File: src/rtl/dc_node_monitor.sv
// DC node monitor: waits for the sampled load-node voltage to settle, then averages a window.
// Optional macro DC_NODE_MONITOR_MINMAX_EN adds window min/max result outputs.
module dc_node_monitor #(
    parameter int unsigned DW          = 12,
    parameter int unsigned WIN_LOG2    = 4,
    parameter int unsigned TOL         = 4,
    parameter int unsigned SETTLE_CNT  = 8,
    parameter int unsigned MAX_SAMPLES = 1024
) (
    input  logic          clk,
    input  logic          rst_n,
    input  logic          start,
    input  logic          s_valid,
    output logic          s_ready,
    input  logic [DW-1:0] s_data,
    output logic          m_valid,
    input  logic          m_ready,
    output logic [DW-1:0] m_mean,
    output logic          m_settled,
`ifdef DC_NODE_MONITOR_MINMAX_EN
    output logic [DW-1:0] m_min,
    output logic [DW-1:0] m_max,
`endif
    output logic          busy
);
    localparam int unsigned   AW           = DW + WIN_LOG2;
    localparam logic [DW-1:0] TolCode      = DW'(TOL);
    localparam logic [7:0]    SettleTarget = 8'(SETTLE_CNT);
    localparam logic [15:0]   MaxTarget    = 16'(MAX_SAMPLES);

    typedef enum logic [1:0] {StIdle, StSettle, StAccum, StDone} state_e;

    state_e              state_q;
    logic [7:0]          stable_cnt_q, stable_cnt_d;
    logic [15:0]         sample_cnt_q, sample_cnt_d;
    logic [WIN_LOG2-1:0] win_cnt_q;
    logic [DW-1:0]       prev_q, delta;
    logic                have_prev_q;
    logic [AW-1:0]       acc_q, acc_sum;
    logic                accept, result_accept, win_last;
`ifdef DC_NODE_MONITOR_MINMAX_EN
    logic [DW-1:0]       min_q, max_q, win_min, win_max;
`endif

    assign s_ready       = (state_q == StSettle) || (state_q == StAccum);
    assign m_valid       = (state_q == StDone);
    assign busy          = (state_q != StIdle);
    assign accept        = s_valid & s_ready;
    assign result_accept = m_valid & m_ready;
    assign win_last      = &win_cnt_q;

    always_comb begin
        delta = (s_data >= prev_q) ? (s_data - prev_q) : (prev_q - s_data);
        // The first sample after start has no predecessor and never counts as stable.
        if (!have_prev_q) begin
            stable_cnt_d = '0;
        end else if (delta <= TolCode) begin
            stable_cnt_d = stable_cnt_q + 8'd1;
        end else begin
            stable_cnt_d = '0;
        end
        sample_cnt_d = sample_cnt_q + 16'd1;
        acc_sum      = acc_q + AW'(s_data);
`ifdef DC_NODE_MONITOR_MINMAX_EN
        win_min = (win_cnt_q == '0 || s_data < min_q) ? s_data : min_q;
        win_max = (win_cnt_q == '0 || s_data > max_q) ? s_data : max_q;
`endif
    end

    always_ff @(posedge clk or negedge rst_n) begin
        if (!rst_n) begin
            state_q      <= StIdle;
            stable_cnt_q <= '0;
            sample_cnt_q <= '0;
            win_cnt_q    <= '0;
            prev_q       <= '0;
            have_prev_q  <= 1'b0;
            acc_q        <= '0;
            m_mean       <= '0;
            m_settled    <= 1'b0;
`ifdef DC_NODE_MONITOR_MINMAX_EN
            min_q        <= '0;
            max_q        <= '0;
            m_min        <= '0;
            m_max        <= '0;
`endif
        end else begin
            case (state_q)
                StIdle: begin
                    if (start) begin
                        stable_cnt_q <= '0;
                        sample_cnt_q <= '0;
                        win_cnt_q    <= '0;
                        prev_q       <= '0;
                        have_prev_q  <= 1'b0;
                        acc_q        <= '0;
                        state_q      <= StSettle;
                    end
                end
                StSettle: begin
                    if (accept) begin
                        sample_cnt_q <= sample_cnt_d;
                        prev_q       <= s_data;
                        have_prev_q  <= 1'b1;
                        stable_cnt_q <= stable_cnt_d;
                        // Settling wins over timeout on the same sample.
                        if (stable_cnt_d == SettleTarget) begin
                            acc_q     <= '0;
                            win_cnt_q <= '0;
                            state_q   <= StAccum;
                        end else if (sample_cnt_d == MaxTarget) begin
                            m_mean    <= s_data;
                            m_settled <= 1'b0;
`ifdef DC_NODE_MONITOR_MINMAX_EN
                            m_min     <= s_data;
                            m_max     <= s_data;
`endif
                            state_q   <= StDone;
                        end
                    end
                end
                StAccum: begin
                    if (accept) begin
                        acc_q     <= acc_sum;
                        win_cnt_q <= win_cnt_q + WIN_LOG2'(1);
`ifdef DC_NODE_MONITOR_MINMAX_EN
                        min_q     <= win_min;
                        max_q     <= win_max;
`endif
                        if (win_last) begin
                            m_mean    <= DW'(acc_sum >> WIN_LOG2);
                            m_settled <= 1'b1;
`ifdef DC_NODE_MONITOR_MINMAX_EN
                            m_min     <= win_min;
                            m_max     <= win_max;
`endif
                            state_q   <= StDone;
                        end
                    end
                end
                StDone: begin
                    if (result_accept) begin
                        state_q <= StIdle;
                    end
                end
                default: state_q <= StIdle;
            endcase
        end
    end

endmodule

File: config.mk
export PLATFORM = sky130hd
export DESIGN_NAME = dc_node_monitor
export DESIGN_NICKNAME = d
export VERILOG_FILES = /design/src/rtl/dc_node_monitor.sv
export SDC_FILE = /design/constraint.sdc
export NUM_CORES = 1
export LEC_CHECK = 0
export BUFFER_PORTS_ARGS = -buffer_cell sky130_fd_sc_hd__buf_4
export CAP_MARGIN = 10
export CELL_PAD_IN_SITES_DETAIL_PLACEMENT = 0
export CELL_PAD_IN_SITES_GLOBAL_PLACEMENT = 2
export CORE_ASPECT_RATIO = 0.5
export CORE_MARGIN = 5
export CORE_UTILIZATION = 43
export CTS_BUF_LIST = sky130_fd_sc_hd__clkbuf_4 sky130_fd_sc_hd__clkbuf_8
export DETAILED_ROUTE_END_ITERATION = 10
export GPL_ROUTABILITY_DRIVEN = 0
export PLACE_DENSITY_LB_ADDON = 0.1
export SLEW_MARGIN = 40
export SYNTH_ARGS = -nofsm -noshare
export SYNTH_HDL_FRONTEND = slang
export SYNTH_SLANG_ARGS = --single-unit
File: constraint.sdc
create_clock -name clk -period 5.7 [get_ports clk]
set_clock_uncertainty 0.15 [all_clocks]
set_input_delay 0.57 -clock clk [delete_from_list [all_inputs] [get_ports clk]]
set_output_delay 0.57 -clock clk [all_outputs]
set_load 0.02 [all_outputs]
======== Word level (Yosys, flattened, before mapping) ========
Cells that the tools add are included.
Widths: inputs -> output; s select.
word-level totals
  flip-flop bits (word level) ............. 72
  bits of input ports ..................... 17
cells by class
  add/sub/neg operators ................... 6
  magnitude comparators ................... 2
  eq/ne operators ......................... 14
  mux-type cells .......................... 44
  bitwise logic cells ..................... 2
  reduce and logical (&&, ||, !) cells .... 11
operators with widths
  cell                   number
  $mux 12                8
  $mux 16                5
  $pmux 12 s2            2
  $pmux 16 s3            1
  $mux 8                 4
  $pmux 16 s2            1
  $sub 12x12->12         2
  $add 16x1->16 const B  1
  $add 16x12->16         1
  $eq 16x11->1 const B   1
  $mux 4                 4
  $pmux 8 s2             1
  $mux 2                 7
  $ge 12x12->1           1
  $le 12x3->1 const B    1
  $pmux 4 s3             1
  $reduce_and 6->1       2
  $ne 2x2->1 const B     5
  $add 8x1->8 const B    1
  $eq 8x4->1 const B     1
  $pmux 2 s4             1
  $mux 1                 7
  $ne 2x1->1 const B     3
  $reduce_bool 2->1      3
  12 further kinds       15

======== Logic depth before layout (Yosys ltp) ========
  depth after elaboration ................. 9
  mapped depth ............................ 16

======== Worst setup path before layout ========
No wires, ideal clock.
  path type ............................... input to register
  start point ............................. input s_data[3]
  end point ............................... register m_mean[11]
  library setup time ...................... 0.128 ns
  data arrival time ....................... 3.683 ns
  data required time ...................... 5.422 ns
  path slack .............................. 1.740 ns
  stages on the path ...................... 14
  cells stage by stage .................... inv_1 ha_1 buf_4 nand2_2 o311a_1 o311ai_2 nand2_1 a2111oi_0 o2111ai_1 nor4bb_1 a41oi_1 o211ai_2 buf_4 mux2_1
between the ends
  word-level cells in the longest chain between the ends .. 8
  elaborated cells between the ends (all ways) .. 14
  those cells by class .................... 3 x add/sub; 2 x order compare; 2 x eq/ne; 6 x mux; 1 x reduce/logical
ends and longest elaborated chain
  what                                            RTL line  text
  start, declared                                 15        input logic [DW-1:0] s_data,
  $sub 12x12->12 or $ge 12x12->1 (tied branches)  53        delta = (s_data >= prev_q) ? (s_data - prev_q) : (prev_q - s_data);
  $mux 12                                         53
  $le 12x3->1                                     57        end else if (delta <= TolCode) begin
  $mux 8                                          57
  $mux 8                                          55        if (!have_prev_q) begin
  $eq 8x4->1                                      107       if (stable_cnt_d == SettleTarget) begin
  $ne 2x2->1 (no line)                            -
  $reduce_and 6->1 (no line)                      -
  end signal, assigned                            112       m_mean <= s_data;
  end signal, assigned                            131       m_mean <= DW'(acc_sum >> WIN_LOG2);
  end, declared                                   18        output logic [DW-1:0] m_mean,
Several ways; a longest one is shown, not always the timed one. The select of a mux whose other input is x is not followed.
A chain may end at the register's enable or synchronous reset.

======== Worst setup path in the final report ========
  start point ............................. register prev_q[3]
  end point ............................... register win_cnt_q[3]
between the ends
  word-level cells in the longest chain between the ends .. 8
  elaborated cells between the ends (all ways) .. 10
  those cells by class .................... 2 x add/sub; 2 x order compare; 2 x eq/ne; 3 x mux; 1 x reduce/logical
ends and longest elaborated chain
  what                                            RTL line  text
  start, declared                                 37        logic [DW-1:0] prev_q, delta;
  start signal, assigned                          103       prev_q <= s_data;
  $sub 12x12->12 or $ge 12x12->1 (tied branches)  53
  $mux 12 (*)                                     53
  $le 12x3->1 (*)                                 57
  $mux 8 (*)                                      57
  $mux 8 (*)                                      55
  $eq 8x4->1 (*)                                  107
  $ne 2x1->1 (no line) (*)                        -
  $reduce_and 5->1 (no line) (*)                  -
  end signal, assigned                            125       win_cnt_q <= win_cnt_q + WIN_LOG2'(1);
  end, declared                                   36        logic [WIN_LOG2-1:0] win_cnt_q;
Every way passes the cells marked *; elsewhere a longest branch is shown, timed or not.

==> flow_summary.toml <==
[sta]
min_period_over_period_pct = 75.6
hold_viol = 0
finalCriticalPeriod_ns = 4.31
drv_slew = 0
fmax_mhz = 232
worst-slew-pin-transition_ns = 0.825
slew-limit-headroom_pct = 45.0
setup_tns_ns = 0
grt_setup_unrepaired = "false"
final-setup-viol-count = 0

[setup_path]
worstReg2RegEnd = "win_cnt_q[3]"
crit_fanout = 27
critical_path.startpoint = "prev_q[3]"
critical_path_arrival_ns = 4.43
crit_path_top_delay_cell = "sky130_fd_sc_hd__or4b_4"
worst-r2r-cell-count = 11
timing.reg2reg.setup_slack_ns = 1.39
critical_path.endpoint = "win_cnt_q[3]"
max_stage_delay_ns = 0.54
crit_type = "flip-flop to flip-flop"
source_of_the_worst_register_to_register_timing_path = "prev_q[3]"
crit_required_ns = 5.82
critical_path.n_buffers_inverters = 0
logic_depth_of_the_worst_setup_path_including_buffers = 11
crit_path_capture_type = "flip-flop"
path_cells = "ha_1 -> nand2_2 -> o311a_1 -> o311ai_2 -> and2_1 -> o311ai_1 -> and3_1 -> or4b_4 -> o31a_2 -> or3_4 -> o31ai_2"
timing.critical_path.max_delay_family = "simple AND/OR/NAND/NOR gates"
start_kind = "flip-flop"

[synthesis]
synth-edff-count = 0
synth_area_leaders = "sky130_fd_sc_hd__dfrtp_1 (34%), sky130_fd_sc_hd__ha_1 (9.9%), sky130_fd_sc_hd__o21ai_0 (4.5%), sky130_fd_sc_hd__nand2_1 (4.0%), sky130_fd_sc_hd__a21oi_1 (2.8%)"
ys.warnings.count = 0
synthMostInstantiatedCell = "sky130_fd_sc_hd__dfrtp_1"
number_of_library_cell_types_mapped_by_synthesis = 75
syn-cell-area_mm2 = 0.00532
seq_area_frac_synth_pct = 33.9
synthFlopType = "sky130_fd_sc_hd__dfrtp_1"
post_synth.cell_area_avg_um2 = 8.72
async_flop_share_pct = 100
synth_largest_type_area_fraction_pct = 33.9
synth_area_leader_cell = "sky130_fd_sc_hd__dfrtp_1"
netlist_top_cells_count = "sky130_fd_sc_hd__dfrtp_1 (72), sky130_fd_sc_hd__nand2_1 (57), sky130_fd_sc_hd__o21ai_0 (48)"
synth-seq-cells = 72
synth_cells = 610
synth_nets = 670

[route]
detail_route.drc_violations = 0
total_wirelength_um = 14100
vias = 4497
viasPerCell = 5.64
drtPass1Iterations = 4
route.detailed.wl_per_inst_um = 17.7
drtAntennaViolNets = 0
initialDrtViolationCount = 320

[global_routing]
grt_pass1_wl_um = 23500
globalRouteOverflowTotal = 0
grt.total_usage_pct = 20.0
first_global_vias = 4450
grt_antenna_before_repair = 0
pin_count_of_the_biggest_net_entering_global_routing = 73

[die]
initial_utilization_pct = 44.5
placeableCoreArea_mm2 = 0.0119
chipHeight_um = 88.7
die_area_mm2 = 0.0148
chipWidth_um = 167
io_pins = 33
site_row_count = 28

[final_layout]
antenna_cells_inserted = 0
design.final.nets = 688
cell_count_final_fillers_out = 797
layout-area-overhead-vs-synth_pct = 11.8
drive_above_1_share_pct = 11.1

[power_and_ir_drop]
design_power_total_w = 0.00291
power_density_mw_per_mm2 = 489
p_leak_nw = 2.69
vdd.ir_drop.worst_mv = 0.222

[clock_tree]
clkSlewWorstSetupHoldPaths_ns = 0.08
worstSkewPairLatency_ns = 0.36
ctsHoldBuffers = 0
post_cts_sizing = 0
cts_tree = "yes"
cts_num_sinks = 72
cts_root_buffer = "sky130_fd_sc_hd__clkbuf_8"
cts_post_setup_buffers_inserted = 0
tritoncts.num_buffers = 9
clockBufferDepth = 2
h_tree_depth = 3

[worst_hold_path]
hold_path_class = "input port to flip-flop"

[outcome]
outcome = "completed"

[placed_design]
post-dp-hpwl_um = 10100
placed_cells = 780
number_of_buffers_added_on_ports = 32

[flow_run]
drv_cap = 0
tightest hold or removal path, stage by stage:
cell and delay (ns):
sky130_fd_sc_hd__buf_4 0.12, sky130_fd_sc_hd__nand2_1 0.05, sky130_fd_sc_hd__o21ai_0 0.06
cell families after synthesis:
logic type               count (synthesis)  synth area share [%]
XOR/XNOR                                22                  3.62
buffers and inverters                   67                  5.17
multiplexers                            23                  4.75
adder cells (fa/ha/maj)                 43                  10.3
AND/OR/NAND/NOR                        189                  18.4
AO/OA/AOI/OAI                          194                  24.0
flip-flops                              72                  33.9
placed cells by master, fill, tap and decap left out, types with 4 or more instances in the layout:
| master | count |
|---|---|
| sky130_fd_sc_hd__a21boi_0 | 5 |
| sky130_fd_sc_hd__nor3_1 | 11 |
| sky130_fd_sc_hd__xnor2_1 | 12 |
| sky130_fd_sc_hd__and3_1 | 9 |
| sky130_fd_sc_hd__o21a_1 | 4 |
| sky130_fd_sc_hd__nor2_1 | 31 |
| sky130_fd_sc_hd__a21o_1 | 12 |
| sky130_fd_sc_hd__xor2_1 | 10 |
| sky130_fd_sc_hd__nand2_1 | 57 |
| sky130_fd_sc_hd__mux2_1 | 13 |
| sky130_fd_sc_hd__nand2b_1 | 11 |
| sky130_fd_sc_hd__dfrtp_1 | 72 |
| sky130_fd_sc_hd__a2bb2oi_1 | 4 |
| sky130_fd_sc_hd__o21ai_1 | 14 |
| sky130_fd_sc_hd__o31ai_1 | 19 |
| sky130_fd_sc_hd__o22ai_1 | 12 |
| sky130_fd_sc_hd__ha_1 | 42 |
| sky130_fd_sc_hd__mux2i_1 | 5 |
| sky130_fd_sc_hd__clkbuf_8 | 10 |
| sky130_fd_sc_hd__nand3_1 | 20 |
| sky130_fd_sc_hd__a211oi_1 | 8 |
| sky130_fd_sc_hd__a31oi_1 | 5 |
| sky130_fd_sc_hd__nor2b_1 | 5 |
| sky130_fd_sc_hd__o21ai_0 | 47 |
| sky130_fd_sc_hd__buf_4 | 33 |
| sky130_fd_sc_hd__mux2_2 | 5 |
| sky130_fd_sc_hd__and2_1 | 9 |
| sky130_fd_sc_hd__nand4_1 | 7 |
| sky130_fd_sc_hd__a21oi_1 | 30 |
| sky130_fd_sc_hd__inv_1 | 38 |
| sky130_fd_sc_hd__or3_1 | 4 |
area by class of cell:
type                            count  area (um2)
Clock buffer                       10         138
Clock inverter                      5         104
Fill cell                        1139        6000
Inverter                           38         143
Multi-Input combinational cell    471        3270
Sequential cell                    72        1800
Tap cell                          165         206
Timing Repair Buffer               36         289
state kept, by name, indices dropped and copies added (netlist names):
| register | count |
|---|---|
| acc_q | 16 |
| have_prev_q | 1 |
| m_mean | 12 |
| m_settled | 1 |
| prev_q | 12 |
| sample_cnt_q | 16 |
| stable_cnt_q | 8 |
| state_q | 2 |
| win_cnt_q | 4 |
worst min path at each step:
stage                            endpoint        start  slack [ns]  cells past startpoint
final                          prev_q[11]   s_data[11]        0.33                      3
after global routing           prev_q[11]   s_data[11]        0.34                      3
after CTS                 sample_cnt_q[7]        rst_n         0.1                      1
after detailed placement        acc_q[11]    acc_q[11]        0.33                      1
after global placement        have_prev_q  have_prev_q        0.31                      2
after floorplan                  acc_q[0]        rst_n        0.12                      0
stage by stage:
step,worst slack [ns],cell area (um2),hold WS [ns],utilization (%)
after floorplan,1.74,5320,0.124,-
after global routing,1.01,5950,0.342,49.8
after CTS,1.22,5910,0.0972,49.5
after global placement,0.914,5650,0.310,47.3
final,1.39,5950,0.331,49.8
after detailed placement,0.872,5670,0.330,47.4
power breakdown:
group	switching [W]	internal, W	leakage (nW)	total (W)
clock	0.000213	0.000301	0.123	0.000514
sequential	0.0000876	0.000648	0.953	0.000735
combinational	0.00103	0.000626	1.61	0.00166
total	0.00133	0.00157	2.69	0.00291
metal layers:
layer	global-route usage (%)	wire length, um
met5	0	0
met4	4.86	80
met3	4.19	793
met2	30.5	6080
met1	29.3	7190
Note: power is estimated with default switching activity, not from simulation.
